## config.mk

```make
export PLATFORM = sky130hd
export DESIGN_NAME = lector_contador_d_flat
export DESIGN_NICKNAME = d
export VERILOG_FILES = /design/src/rtl/lector_contador_d_if.sv /design/src/rtl/lector_contador_d.sv /design/src/flat_wrapper.sv
export SDC_FILE = /design/constraint.sdc
export NUM_CORES = 1
export LEC_CHECK = 0
export CAP_MARGIN = 20
export CORE_MARGIN = 5
export CORE_UTILIZATION = 46
export DETAILED_ROUTE_END_ITERATION = 12
export PLACE_DENSITY = 0.87
export SKIP_CTS_REPAIR_TIMING = 1
export SYNTH_ARGS = -nofsm -noshare
export SYNTH_HDL_FRONTEND = slang
export SYNTH_SLANG_ARGS = --single-unit
export TNS_END_PERCENT = 30
```

## constraint.sdc

```tcl
create_clock -name clk -period 2.2 [get_ports clk]
set_input_delay 0.22 -clock clk [delete_from_list [all_inputs] [get_ports clk]]
set_output_delay 0.22 -clock clk [all_outputs]
set_load 0.005 [all_outputs]
```

## src/rtl/lector_contador_d_if.sv

```systemverilog
// lector_contador_d_if: FIFO-side, word output and counter readout signals of the drain stage
interface lector_contador_d_if #(parameter int BW = 6, parameter int CW = 5);
  logic enable, D0_empty, D1_empty, D0_error_output, D1_error_output;
  logic [BW-1:0] D0_data_out, D1_data_out;
  logic idle, req;
  logic [1:0] idx;
  logic D0_rd, D1_rd, D0_valid, D1_valid;
  logic [BW-1:0] D0_word, D1_word;
  logic contador_valid;
  logic [CW-1:0] contador_out;
  modport master (
    output enable, D0_empty, D1_empty, D0_error_output, D1_error_output,
           D0_data_out, D1_data_out, idle, req, idx,
    input  D0_rd, D1_rd, D0_valid, D1_valid, D0_word, D1_word, contador_valid, contador_out
  );
  modport slave (
    input  enable, D0_empty, D1_empty, D0_error_output, D1_error_output,
           D0_data_out, D1_data_out, idle, req, idx,
    output D0_rd, D1_rd, D0_valid, D1_valid, D0_word, D1_word, contador_valid, contador_out
  );
endinterface

```

## src/rtl/lector_contador_d.sv

```systemverilog
// lector_contador_d: drains D0/D1 FIFOs, registers words and counts them per destination.
// CONTADOR_SATURA_EN: counters and the idx=2 sum saturate instead of wrapping.
module lector_contador_d #(
  parameter int BW = 6,
  parameter int CW = 5
) (
  input logic clk,
  input logic reset_L,
  lector_contador_d_if.slave b
);
  typedef enum logic [1:0] {CONTANDO, REPORTE, ESPERA} state_t;
  state_t state, state_d;
  logic s0_0, s0_1, cv_d;
  logic [CW-1:0] cnt0, cnt1, co_d, sel, sum_t;
  logic [CW:0] sum;
  function automatic logic [CW-1:0] inc(input logic [CW-1:0] c);
`ifdef CONTADOR_SATURA_EN
    return (&c) ? c : c + CW'(1);
`else
    return c + CW'(1);
`endif
  endfunction
  assign b.D0_rd = reset_L & b.enable & ~b.D0_empty & ~b.D0_error_output;
  assign b.D1_rd = reset_L & b.enable & ~b.D1_empty & ~b.D1_error_output;
  assign sum = {1'b0, cnt0} + {1'b0, cnt1};
`ifdef CONTADOR_SATURA_EN
  assign sum_t = sum[CW] ? '1 : sum[CW-1:0];
`else
  assign sum_t = sum[CW-1:0];
`endif
  assign sel = (b.idx == 2'd0) ? cnt0 :
               (b.idx == 2'd1) ? cnt1 :
               (b.idx == 2'd2) ? sum_t : '0;
  // A popped word is captured one edge after its pop, when the FIFO's registered read data is valid
  always_ff @(posedge clk or negedge reset_L) begin
    if (!reset_L) begin
      s0_0 <= 1'b0;
      s0_1 <= 1'b0;
      b.D0_valid <= 1'b0;
      b.D1_valid <= 1'b0;
      b.D0_word <= '0;
      b.D1_word <= '0;
      cnt0 <= '0;
      cnt1 <= '0;
    end else begin
      s0_0 <= b.D0_rd;
      s0_1 <= b.D1_rd;
      b.D0_valid <= s0_0;
      b.D1_valid <= s0_1;
      if (s0_0) begin
        b.D0_word <= b.D0_data_out;
        cnt0 <= inc(cnt0);
      end
      if (s0_1) begin
        b.D1_word <= b.D1_data_out;
        cnt1 <= inc(cnt1);
      end
    end
  end
  always_ff @(posedge clk or negedge reset_L) begin
    if (!reset_L) begin
      state <= CONTANDO;
      b.contador_valid <= 1'b0;
      b.contador_out <= '0;
    end else begin
      state <= state_d;
      b.contador_valid <= cv_d;
      b.contador_out <= co_d;
    end
  end
  // Request is not latched: CONTANDO waits for req and idle together
  always_comb begin
    state_d = state;
    cv_d = 1'b0;
    co_d = b.contador_out;
    case (state)
      CONTANDO: state_d = (b.req & b.idle) ? REPORTE : CONTANDO;
      REPORTE: begin
        state_d = ESPERA;
        cv_d = 1'b1;
        co_d = sel;
      end
      ESPERA: state_d = b.req ? ESPERA : CONTANDO;
      default: state_d = CONTANDO;
    endcase
  end
endmodule

```

## src/flat_wrapper.sv

```systemverilog
// flat-port wrapper written by rule: the top's interface ports become plain ports
module lector_contador_d_flat 
#(
  parameter int BW = 6,
  parameter int CW = 5
)
  (clk, reset_L, b_enable, b_D0_empty, b_D1_empty, b_D0_error_output, b_D1_error_output, b_D0_data_out, b_D1_data_out, b_idle, b_req, b_idx, b_D0_rd, b_D1_rd, b_D0_valid, b_D1_valid, b_D0_word, b_D1_word, b_contador_valid, b_contador_out);
  lector_contador_d_if #(.BW(BW), .CW(CW)) b_i ();
  input logic clk;
  input logic reset_L;
  input wire logic [$bits(b_i.enable)-1:0] b_enable;
  input wire logic [$bits(b_i.D0_empty)-1:0] b_D0_empty;
  input wire logic [$bits(b_i.D1_empty)-1:0] b_D1_empty;
  input wire logic [$bits(b_i.D0_error_output)-1:0] b_D0_error_output;
  input wire logic [$bits(b_i.D1_error_output)-1:0] b_D1_error_output;
  input wire logic [$bits(b_i.D0_data_out)-1:0] b_D0_data_out;
  input wire logic [$bits(b_i.D1_data_out)-1:0] b_D1_data_out;
  input wire logic [$bits(b_i.idle)-1:0] b_idle;
  input wire logic [$bits(b_i.req)-1:0] b_req;
  input wire logic [$bits(b_i.idx)-1:0] b_idx;
  output wire logic [$bits(b_i.D0_rd)-1:0] b_D0_rd;
  output wire logic [$bits(b_i.D1_rd)-1:0] b_D1_rd;
  output wire logic [$bits(b_i.D0_valid)-1:0] b_D0_valid;
  output wire logic [$bits(b_i.D1_valid)-1:0] b_D1_valid;
  output wire logic [$bits(b_i.D0_word)-1:0] b_D0_word;
  output wire logic [$bits(b_i.D1_word)-1:0] b_D1_word;
  output wire logic [$bits(b_i.contador_valid)-1:0] b_contador_valid;
  output wire logic [$bits(b_i.contador_out)-1:0] b_contador_out;
  assign b_i.enable = b_enable;
  assign b_i.D0_empty = b_D0_empty;
  assign b_i.D1_empty = b_D1_empty;
  assign b_i.D0_error_output = b_D0_error_output;
  assign b_i.D1_error_output = b_D1_error_output;
  assign b_i.D0_data_out = b_D0_data_out;
  assign b_i.D1_data_out = b_D1_data_out;
  assign b_i.idle = b_idle;
  assign b_i.req = b_req;
  assign b_i.idx = b_idx;
  assign b_D0_rd = b_i.D0_rd;
  assign b_D1_rd = b_i.D1_rd;
  assign b_D0_valid = b_i.D0_valid;
  assign b_D1_valid = b_i.D1_valid;
  assign b_D0_word = b_i.D0_word;
  assign b_D1_word = b_i.D1_word;
  assign b_contador_valid = b_i.contador_valid;
  assign b_contador_out = b_i.contador_out;
  lector_contador_d #(.BW(BW), .CW(CW)) u_core (.clk(clk), .reset_L(reset_L), .b(b_i));
endmodule
```

==> results.md, run 1 <==
- After floorplanning, the core was divided into 21 placement rows.
- The average routed wire per standard cell is about 14 um.
- Clock-pin slew was measured on the worst setup and hold paths at 100 ps.
- The endpoint arrival time on the critical path is 1590 ps.
- The total congestion overflow after global routing is 0.
- After global routing, the most crowded layer is met2.
- The count of pins over their slew limit is 0.
- The top cell type by area accounts for 55.2% of the synthesized area.
- The leakage power of the design is 0.000898 uW.
- The cell type with the highest aggregate area in the netlist is sky130_fd_sc_hd__dfrtp_1.
- The die is around 68 um tall.
- For this run, the register share of the synthesized area comes to between 50% and 60%.
- The H-tree was split into 2 levels.
- The slew at the pin closest to its max-slew limit is ~460 ps.
- For this run, the detailed router's first-pass iteration total came to 4.
- The post-placement worst setup slack is 388 ps.
- For the final routed database, the setup TNS stands at 0 ps.
- Synthesis handed over a netlist of about 120 instances.
- The number of hold-slack violations in the final timing report is 0.
- The root buffer selected by CTS is sky130_fd_sc_hd__clkbuf_4.
- Port buffering added 44 buffers.
- The TritonCTS buffer count is 5.
- The total standard cell area after synthesis is around 1500 um^2.
- For the final database, setup skew stands at about 6.4 ps.
- Once detail routing completed, the nets flagged for antenna violations numbered 0.
- The maximum count of clock buffers along a single path is 2.
- The average vias per placed instance is ~5.0.
- The time the worst path needs with I/O delays and setup is approximately 1800 ps.
- The met1 track utilization from global routing is about 18%.
- The final standard cell utilization of the core is approximately 63%.
- The remaining routing DRC violations is 0.
- The initial core utilization is about 47%.
- The met2 global-route usage is 24.3%.
- The critical path is of the in -> out type.
- The die covers between 4000 and 5000 um^2.
- For this block, the via count after detailed routing is 1083.
- The type of element capturing the critical path is a primary output.
- The maximum vdd ir drop is roughly 0.62 mV.
- The TritonCTS clock tree is done.
- The category of the worst setup path launch point is an input port.
- Headroom to the max-slew limit came out at 69.3%.
- The number of global-route vias before repair is roughly 1200.
- Setup repair after global routing left no endpoint under its margin.
- The largest net degree at the start of global routing is 35.
- The number of top-level pins is 45.
- The worst-path cell with the longest stage delay is sky130_fd_sc_hd__clkdlybuf4s50_1.
- For this design the ratio of total power to cell area is between 900 and 1000 nW/um^2.
- When the netlist entered floorplanning its net count stood at roughly 150.
- Setup slack on the critical path of the routed design comes to a little under 400 ps.
- Measured along the x axis, the die boundary spans roughly 68 um.
- The critical path required time is just under 2000 ps.
- The final cycle utilization of the critical path is 82.4%.
- The initial antenna violation count is 0.
- Global routing used about 15% of the available tracks.
- Traced cell by cell, the critical path runs through clkdlybuf4s50_1 -> nand2_1 -> nor3_1 -> clkdlybuf4s50_1.
- During synthesis, Yosys emitted a total of 0 warnings.
- The final count of negative-setup-slack endpoints is 0.
- Global routing used about 8.5% of the available met3 tracks.
- Clock latency on the worst-skew pair, taken at its later pin, is ~330 ps.
- The flop-to-flop setup slack is approximately 390 ps.
- The first global-routing pass estimated around 5.1 mm of wire.
- The TritonCTS sink count is 34.
- Along the worst path, the maximum fanout reaches 2.
- The classification of the worst-slack hold path is in -> async.
- The count of filler cells inserted in the layout is around 260.
- The total area inside the core boundary comes to around 3300 um^2.
- The share of post-route cells with drive strength above 1 is about a tenth.
- The highest clock rate is approximately 0.55 GHz.
- The initial detailed-routing violation count is 55.
- In this run, distinct cell masters in the synthesized netlist total 30.
- The total of max-cap violations is 0.
- In this design, the critical path's most frequently occurring cell is sky130_fd_sc_hd__clkdlybuf4s50_1.
- The area added between synthesis and finish is 34.6%.
- The congestion estimate from routability-driven global placement came to between 0.8 and 0.9.
- After synthesis, the cell types taking the most area are sky130_fd_sc_hd__dfrtp_1 55%, sky130_fd_sc_hd__mux2_1 5.8%, sky130_fd_sc_hd__ha_1 4.9%.
- The run finished with clean final reports.
- The number of antenna diodes is 0.
- Summed over all layers, the routed wires come to approximately 3.1 mm.
- For this run, the slowest stage of the critical path takes approximately 550 ps.
- The total of flip-flops plus latches after synthesis is 34.
- Once detailed placement completed, the half-perimeter wirelength came to between 2 and 2.5 mm.
- The cell family contributing the most delay on the critical path is buffers and inverters.
- The average instance area after synthesis is between 10 and 15 um^2.
- Counting both buffers and inverters, the worst setup path holds a total of 2.
- The number of nets at the end of the flow is 199.
==> power by group <==
group          switching [uW]  total [uW]  internal [uW]
Sequential                143         915            772
Clock                     195         350            155
Combinational             271         655            385
Total                     608        1920           1310
==> cell families (layout without fill, tap and decap cells) <==
| kind of cell | after synthesis | count (layout) | share of synthesized area [%] |
|---|---|---|---|
| adder cells (fa/ha/maj) | 7 | 7 | 6.17 |
| multiplexers | 18 | 18 | 12.7 |
| flip-flops | 34 | 34 | 55.2 |
| XOR/XNOR | 10 | 10 | 5.69 |
| AND/OR/NAND/NOR | 28 | 28 | 10.5 |
| buffers and inverters | 9 | 58 | 3.41 |
| AO/OA/AOI/OAI | 15 | 15 | 6.34 |
==> layout by cell type (no fill, tap or decap), types with 2 or more instances in the layout <==
cell / Yosys / layout
sky130_fd_sc_hd__clkdlybuf4s50_1: 0 / 44
sky130_fd_sc_hd__dfrtp_1: 34 / 34
sky130_fd_sc_hd__nand2_1: 8 / 8
sky130_fd_sc_hd__mux2_1: 8 / 8
sky130_fd_sc_hd__xnor2_1: 7 / 7
sky130_fd_sc_hd__mux2i_1: 6 / 6
sky130_fd_sc_hd__ha_1: 6 / 6
sky130_fd_sc_hd__clkbuf_4: 0 / 5
sky130_fd_sc_hd__inv_1: 4 / 4
sky130_fd_sc_hd__nor3_1: 4 / 4
sky130_fd_sc_hd__nor2_1: 4 / 4
sky130_fd_sc_hd__a21oi_1: 4 / 4
sky130_fd_sc_hd__nand4_1: 4 / 4
sky130_fd_sc_hd__mux2_2: 4 / 4
sky130_fd_sc_hd__o21ai_0: 3 / 3
sky130_fd_sc_hd__xor2_1: 3 / 3
sky130_fd_sc_hd__nand2b_4: 2 / 2
sky130_fd_sc_hd__clkinv_2: 1 / 2
sky130_fd_sc_hd__nand3_1: 2 / 2
sky130_fd_sc_hd__o221ai_1: 2 / 2
sky130_fd_sc_hd__o21a_1: 2 / 2
==> path summary, 6_finish.rpt <==
check	start	to	depth (start not counted)
hold reg to reg	u_core.b.contador_out[2]	u_core.b.contador_out[2]	2
setup reg to reg	u_core.cnt0[0]	u_core.b.contador_out[4]	7
setup / recovery	reset_L	b_D1_rd	4
max in group asynchronous	reset_L	u_core.b.D1_word[3]	2
hold / removal	reset_L	u_core.b.contador_out[2]	2
min in group clk	b_D1_empty	u_core.s0_1	2
==> per-layer routing <==
metal / vias to the layer above / routed length (um)
met5: - / 0
met4: 0 / 38
met3: 4 / 347
met2: 47 / 1430
met1: 514 / 1280
li1: 518 / -
==> area by class of cell <==
| type | count | area [um^2] | share of cell area (%) |
|---|---|---|---|
| flip-flops and latches | 34 | 851 | 41.0 |
| multi-input cells | 78 | 637 | 30.7 |
| repair buffers | 45 | 448 | 21.6 |
| well taps | 46 | 57.6 | 2.78 |
| clock buffers | 7 | 55.1 | 2.66 |
| inverters | 5 | 20.0 | 0.966 |
| clock inverters | 1 | 5.00 | 0.241 |
==> per-stage QoR <==
stage | hold slack [ps] | power [uW] | cells | instance area (um^2)
global route | 410 | 2080 | 216 | 2070
finish | 410 | 1920 | 216 | 2070
CTS | 404 | 1950 | 216 | 2070
floorplan | -75.6 | 1260 | 121 | 1540
global placement | 467 | 1540 | 208 | 2010
detailed placement | 478 | 1580 | 208 | 2010
==> state kept, by name, indices dropped and copies added (netlist names) <==
| signal | cells |
|---|---|
| u_core.b.D0_valid | 1 |
| u_core.b.D0_word | 6 |
| u_core.b.D1_valid | 1 |
| u_core.b.D1_word | 6 |
| u_core.b.contador_out | 5 |
| u_core.b.contador_valid | 1 |
| u_core.cnt0 | 5 |
| u_core.cnt1 | 5 |
| u_core.s0_0 | 1 |
| u_core.s0_1 | 1 |
| u_core.state | 2 |
==> synthesized netlist by cell type <==
master	count
sky130_fd_sc_hd__nor2_1	4
sky130_fd_sc_hd__buf_2	2
sky130_fd_sc_hd__a21oi_1	4
sky130_fd_sc_hd__clkinv_2	1
sky130_fd_sc_hd__mux2i_1	6
sky130_fd_sc_hd__a21o_1	1
sky130_fd_sc_hd__nor3_1	4
sky130_fd_sc_hd__o22a_1	1
sky130_fd_sc_hd__a21oi_2	1
sky130_fd_sc_hd__xor2_1	3
sky130_fd_sc_hd__o21ai_0	3
sky130_fd_sc_hd__ha_1	6
sky130_fd_sc_hd__fa_1	1
sky130_fd_sc_hd__nand2b_1	1
sky130_fd_sc_hd__buf_6	2
sky130_fd_sc_hd__o221ai_1	2
sky130_fd_sc_hd__inv_1	4
sky130_fd_sc_hd__o21a_1	2
sky130_fd_sc_hd__nand3_1	2
sky130_fd_sc_hd__mux2_2	4
sky130_fd_sc_hd__and4bb_2	1
sky130_fd_sc_hd__nand2_1	8
sky130_fd_sc_hd__o21ai_1	1
sky130_fd_sc_hd__nand2b_4	2
sky130_fd_sc_hd__xnor2_1	7
sky130_fd_sc_hd__mux2_1	8
sky130_fd_sc_hd__nand3b_1	1
sky130_fd_sc_hd__dfrtp_1	34
sky130_fd_sc_hd__nor3b_1	1
sky130_fd_sc_hd__nand4_1	4
Power figures use the tool's default switching activity.
==> inputs of run 2 (changes only) <==
==> constraint.sdc (replaced) <==
create_clock -name clk -period 1.7 [get_ports clk]
set_input_delay 0.17 -clock clk [delete_from_list [all_inputs] [get_ports clk]]
set_output_delay 0.17 -clock clk [all_outputs]
set_load 0.005 [all_outputs]
==> results.md, run 2 (synthesis gave the netlist of run 1 again) <==
- The count of pins over their slew limit is 0 (unchanged).
- The height of the chip is 67.9 um (unchanged).
- The number of antenna diodes is 0 (unchanged).
- The final RePlAce weighted congestion is 0.889 (was 0.870).
- The type of element capturing the critical path is a flop (was primary output).
- The source-to-sink clock delay at the later pin of the worst-skew pair came to 330 ps (about the same).
- The initial core utilization came to 46.9% (unchanged).
- The first-pass detailed-route iteration total came to 4 (unchanged).
- The endpoint arrival time on the critical path is 1840 ps (was 1590 ps).
- The met1 track utilization from global routing is 17.5% (was 18.0%).
- The layer carrying the most global-route usage is met2 (unchanged).
- The worst path needs ~1600 ps of the cycle, external delays included.
- The initial detailed-routing violation count is 60 (was 55).
- The internal power of the cells is 1780 uW (was 1310 uW).
- The total of max-cap violations was 0 (unchanged).
- Status: finished, final reports clean (unchanged).
- The final critical path takes up between 90 and 100% of the cycle.
- The number of standard cells in the layout, taps in and fillers out is 221 (was 216).
- The total congestion overflow after global routing came to 0 (unchanged).
- The met2 global-route usage came to 23.9% (was 24.3%).
- The classification of the worst-slack hold path is in -> async (unchanged).
- The TritonCTS buffer count was 5 (unchanged).
- The root buffer selected by CTS is sky130_fd_sc_hd__clkbuf_4 (unchanged).
- The critical path required time came to 1930 ps (was 1980 ps).
- The floorplan die area is 4610 um^2 (unchanged).
- The slew at the pin closest to its max-slew limit is 471 ps (was 460 ps).
- The average routed wire per standard cell is 14.2 um (was 14.3 um).
- The average vias per placed instance was 5.01 (about the same).
- The share of post-route cells with drive strength above 1 is 15.4% (was 10.0%).
- The switching power is 818 uW (was 608 uW).
- The remaining routing DRC violations was 0 (unchanged).
- The number of nets at the end of the flow is 204 (was 199).
- The area added between synthesis and finish is 38.6% (was 34.6%).
- The largest net degree at the start of global routing came to 35 (unchanged).
- The number of hold-slack violations in the final timing report is 0 (unchanged).
- The post-route antenna net violation count was 0 (unchanged).
- The worst slew slack as a fraction of its limit is 68.6% (was 69.3%).
- The final sum of negative setup slack is 0 ps (unchanged).
- The aggregate global-route resource usage is 14.8% (was 15.3%).
- The total number of placement rows came to 21 (unchanged).
- The global routing usage on met3 is 7.72% (was 8.54%).
- The combinational cell fraction of total power was 39.0% (was 34.1%).
- The relative contribution of sequential cells to total power came to 43.3% (was 47.7%).
- The power density over cell area is 1220 nW/um^2 (was 926 nW/um^2).
- The die span in x came to 67.9 um (unchanged).
- The critical path class is reg -> reg (was in -> out).
- The number of top-level pins is 45 (unchanged).
- The worst setup slack after layout is 85.9 ps (was 388 ps).
- The number of levels the H-tree was split into is 2 (unchanged).
- The number of global-route vias before repair is 1173 (was 1155).
- The post-placement worst setup slack is 12.7 ps (was 388 ps).
- RSZ-0062 raised after global routing: yes (was no).
- The proportion of total power due to net switching is 31.4% (was 31.7%).
- The total routed wirelength is 3.14 mm (was 3.10 mm).
- The total core area is 3280 um^2 (unchanged).
- Largest registers in the final layout: u_core.b.D0_word: 6 flops, u_core.b.D1_word: 6 flops (unchanged).
- The highest clock rate is 0.620 GHz.
- The clock network fraction of design power is 17.7% (was 18.2%).
- The TritonCTS clock tree is done (unchanged).
- The category of the worst setup path launch point is a flop (was input port).
- The global-route wire length before repair was 5.07 mm (was 5.13 mm).
- Most frequent cells in the layout: 42 x sky130_fd_sc_hd__clkdlybuf4s50_1, 34 x sky130_fd_sc_hd__dfrtp_1, 8 x sky130_fd_sc_hd__nand2_1, 8 x sky130_fd_sc_hd__mux2_1, 7 x sky130_fd_sc_hd__xnor2_1 (was 44 x sky130_fd_sc_hd__clkdlybuf4s50_1, 34 x sky130_fd_sc_hd__dfrtp_1, 8 x sky130_fd_sc_hd__nand2_1, 8 x sky130_fd_sc_hd__mux2_1, 7 x sky130_fd_sc_hd__xnor2_1).
- The clock slew seen by the registers of the worst setup and hold paths is 100 ps (about the same).
- The total instance count after detailed placement came to 213 (was 208).
- The count of vias placed by the detailed router is 1107 (was 1083).
- The leakage power of the design came to 0.000959 uW (was 0.000898 uW).
- The maximum vdd ir drop was 0.683 mV (was 0.617 mV).
- The most common cell after layout, fill and taps aside is sky130_fd_sc_hd__clkdlybuf4s50_1 (unchanged).
- The maximum count of clock buffers along a single path is 2 (unchanged).
- The final setup skew is 3.68 ps (was 6.42 ps).
- The minimum hold slack is 335 ps (was 410 ps).
- The TritonCTS sink count was 34 (unchanged).
- The initial antenna violation count is 0 (unchanged).
- The count of filler cells inserted in the layout is 253 (was 256).
- The count of input and output buffers is 44 (unchanged).
- The final count of negative-setup-slack endpoints is 0 (unchanged).
- The detailed placement HPWL is 2.34 mm (was 2.38 mm).
- The highest net fanout along the worst path is 2 (unchanged).
run 2: changes by cell type in the layout (fill, tap and decap cells not counted), moves of 2 or more:
cell | previous run | this run
sky130_fd_sc_hd__buf_4 | 1 | 6
sky130_fd_sc_hd__nor3_1 | 4 | 2
sky130_fd_sc_hd__clkdlybuf4s50_1 | 44 | 42
sky130_fd_sc_hd__dlymetal6s2s_1 | 0 | 2
sky130_fd_sc_hd__nor3_2 | 0 | 2
run 2: path summary, 6_finish.rpt:
kind                                               start                  endpoint  slack [ps]  depth (start not counted)
max in group asynchronous                        reset_L               u_core.s0_1        1070                          2
worst max register to register            u_core.cnt1[0]  u_core.b.contador_out[4]          90                          7
worst max-delay path                      u_core.cnt1[0]  u_core.b.contador_out[4]          90                          7
worst min-delay path                             reset_L  u_core.b.contador_out[2]         340                          2
min in group clk                              b_D1_empty               u_core.s0_1         390                          2
worst min register to register  u_core.b.contador_out[2]  u_core.b.contador_out[2]         500                          2
run 2: final cells by class:
class	count	area [um^2]	share of cell area (%)
repair buffers	50	490	23.0
flip-flops and latches	34	851	39.9
well taps	46	57.6	2.70
clock inverters	1	5.00	0.234
clock buffers	7	55.1	2.58
multi-input cells	78	656	30.7
inverters	5	20.0	0.938
run 2: through the flow:
stage                     utilization [%]  total power, uW  instance area [um^2]
after detailed placement             62.4             2140                  2050
after floorplan                         -             1620                  1540
after global routing                 65.0             2790                  2130
final                                65.0             2600                  2130
after CTS                            64.3             2610                  2110
after global placement               62.4             2090                  2050
run 2: worst max-delay path, cell delays in order, from the launching register on:
cell	delay, ps
sky130_fd_sc_hd__dfrtp_1	370
sky130_fd_sc_hd__ha_2	190
sky130_fd_sc_hd__inv_1	60
sky130_fd_sc_hd__fa_2	340
sky130_fd_sc_hd__nand2b_1	160
sky130_fd_sc_hd__a21oi_2	130
sky130_fd_sc_hd__mux2i_1	210
sky130_fd_sc_hd__nand2_1	70
run 2: metal layers:
metal | routed length [um] | up-vias
li1 | - | 529
met5 | 0 | -
met1 | 1320 | 533
met2 | 1440 | 43
met4 | 24 | 0
met3 | 361 | 2
run 2: power by group through the flow:
stage | combinational (uW) | sequential, uW | clock, uW
3_3_place_gp | 960 | 1130 | 0
6_report | 1010 | 1130 | 461
3_5_place_dp | 994 | 1140 | 0
4_1_cts | 1000 | 1130 | 476
5_1_grt | 1120 | 1160 | 513
2_1_floorplan | 455 | 1170 | 0
==> RTL edit: new RTL, config.mk and constraints of run 2 <==
Build with the macro `CONTADOR_SATURA_EN` defined.
--- a/src/rtl/lector_contador_d.sv
+++ b/src/rtl/lector_contador_d.sv
@@ -1,5 +1,7 @@
 // lector_contador_d: drains D0/D1 FIFOs, registers words and counts them per destination.
 // CONTADOR_SATURA_EN: counters and the idx=2 sum saturate instead of wrapping.
+`define CONTADOR_SATURA_EN
+
 module lector_contador_d #(
   parameter int BW = 6,
   parameter int CW = 5
Check against the original RTL: no difference found for any inputs over 10 cycles, from zero or initial values and one cycle with reset_L low; that may be too few to reach the edited logic, so the function may still have changed.
==> RTL edit against run 2 <==
Clock skew is essentially flat; highest routed layer unchanged; total power is 17% higher; synthesized area increased by 3.7%; critical path type unchanged; count of clock-buffer cells in the layout decreased by 1; clock power up 33%; worst hold slack worse by 31 ps; the run now ends with negative setup slack left; wire length is 22% higher; setup slack worse by 160 ps; sequential cell count is the same; cell area grew 8.7%.
==> RTL edit: results (changes against run 2) <==
[synthesis]
synth_compound_area_share_pct=6.735  ; +0.40 points
yosysSeqAreaShare_pct=53.25  ; -2.0 points
synth_xor_area_share_pct=3.837  ; -1.8 points
synth.distinct_cells=32  ; +6.7%
ys_warn_count=0  ; unchanged
synth_fa_ha_area_share_pct=8.301  ; +2.1 points
synth_area_leaders=dfrtp_1, mux2_2, ha_1
synth_nets=158  ; +4.6%
synth_common_cells=dfrtp_1, mux2_2, ha_1
synthMuxAreaShare_pct=15.04  ; +2.4 points
async_reset_ff_share_pct=100.0  ; unchanged

[setup_path]
critPathSlowestCell=dfrtp_1
slowest_delay_ps=450  ; +80 ps
cp_max_fo=5  ; +3
arrival_ps=1990  ; +150 ps
crit_family=adder cells

[route]
wl_met1_um=1435  ; +9.1%
wl_met2_um=2154  ; +50%
wl_met3_um=185  ; -49%
viasPerCell=5.258  ; +5.0%
initialDrtViolationCount=18  ; -70%
dr.pass1.iters=4  ; unchanged
dr.max_layer_used=met4
routed_wirelength_um=3842  ; +22%

[grt]
track_usage_pct=17.27  ; +2.4 points
grt_start_max_net_pins=35  ; unchanged
grt_pass1_wl_um=5913  ; +17%
grt_pass1_vias=1290  ; +10%

[timing]
timing.slew.headroom_pct=71.68  ; +3.1 points
setup_viol=4  ; +4
fin_skew_ps=3.586  ; -0.09306 ps
worst_slack_ps=-72.86  ; -158.8 ps

[clock_tree]
cts_root_buffer=clkbuf_4
clk_pin_slew_ps=100  ; about the same
h-tree-depth=2  ; unchanged
clock_latency_ps=340

[place]
dp_slack_ps=-108.3  ; -121.0 ps
dp_hpwl_um=2880  ; +23%
place_area_um2=2166  ; +5.6%
gp_congestion=0.8372  ; -5.9%

[outcome]
status=complete, but fails checks
violations=negative setup slack

[worst_hold_path]
hp-class=in2async

[finish]
n_fill_cell=244  ; -3.6%
layout-drive-gt1-share_pct=27.27  ; +12 points
finalNetCount=220  ; +7.8%
top_regs=u_core.b.D0_word (6), u_core.b.D1_word (6)
diodes=0  ; unchanged

[pwr]
vdd_drop_max_uv=724.0  ; +5.9%
power_leakage_uw=0.001068  ; +11%

==> RTL edit: cell families after synthesis <==
group / after synthesis
buffers and inverters: 5
AO/OA/AOI/OAI: 15
AND/OR/NAND/NOR: 32
flip-flops: 34
adder cells (fa/ha/maj): 10
multiplexers: 22
XOR/XNOR: 7
==> RTL edit: layer usage <==
| metal | GRT usage, % | vias up |
|---|---|---|
| li1 | - | 575 |
| met1 | 18.23 | 601 |
| met2 | 31.67 | 36 |
| met3 | 5.997 | 13 |
| met4 | 5.839 | 0 |
| met5 | 0 | - |
==> RTL edit: cell type report <==
cell class | count | area (um^2) | share of cell area (%)
timing repair buffer | 58 | 550.5 | 23.73
clock buffer | 6 | 51.30 | 2.211
inverter | 2 | 7.507 | 0.3236
multi-input combinational | 86 | 772.0 | 33.28
clock inverter | 1 | 30.03 | 1.295
tap | 46 | 57.56 | 2.481
sequential | 34 | 850.8 | 36.68
==> RTL edit: power by group <==
| part | internal [uW] | switching [uW] |
|---|---|---|
| Clock | 342 | 270 |
| Combinational | 730 | 525 |
| Sequential | 1010 | 156 |
| Total | 2080 | 952 |
==> RTL edit: worst paths after layout <==
kind	start	end	slack (ps)	cells past startpoint
setup / recovery	u_core.cnt1[0]	u_core.b.contador_out[4]	-70	6
hold / removal	reset_L	u_core.b.D1_word[4]	300	2
setup reg to reg	u_core.cnt1[0]	u_core.b.contador_out[4]	-70	6
hold reg to reg	u_core.state[1]	u_core.state[0]	490	1
max in group asynchronous	reset_L	u_core.b.contador_out[1]	1090	2
min in group clk	b_D0_empty	u_core.s0_0	380	2
==> RTL edit: stage by stage <==
step | std cells | setup TNS, ps | total power [uW]
4_1_cts | 230 | -596.7 | 2942
3_3_place_gp | 223 | -57.19 | 2248
3_5_place_dp | 223 | -402.1 | 2324
2_1_floorplan | 125 | 0 | 1730
6_report | 233 | -168.4 | 3033
5_1_grt | 233 | -701.9 | 3222
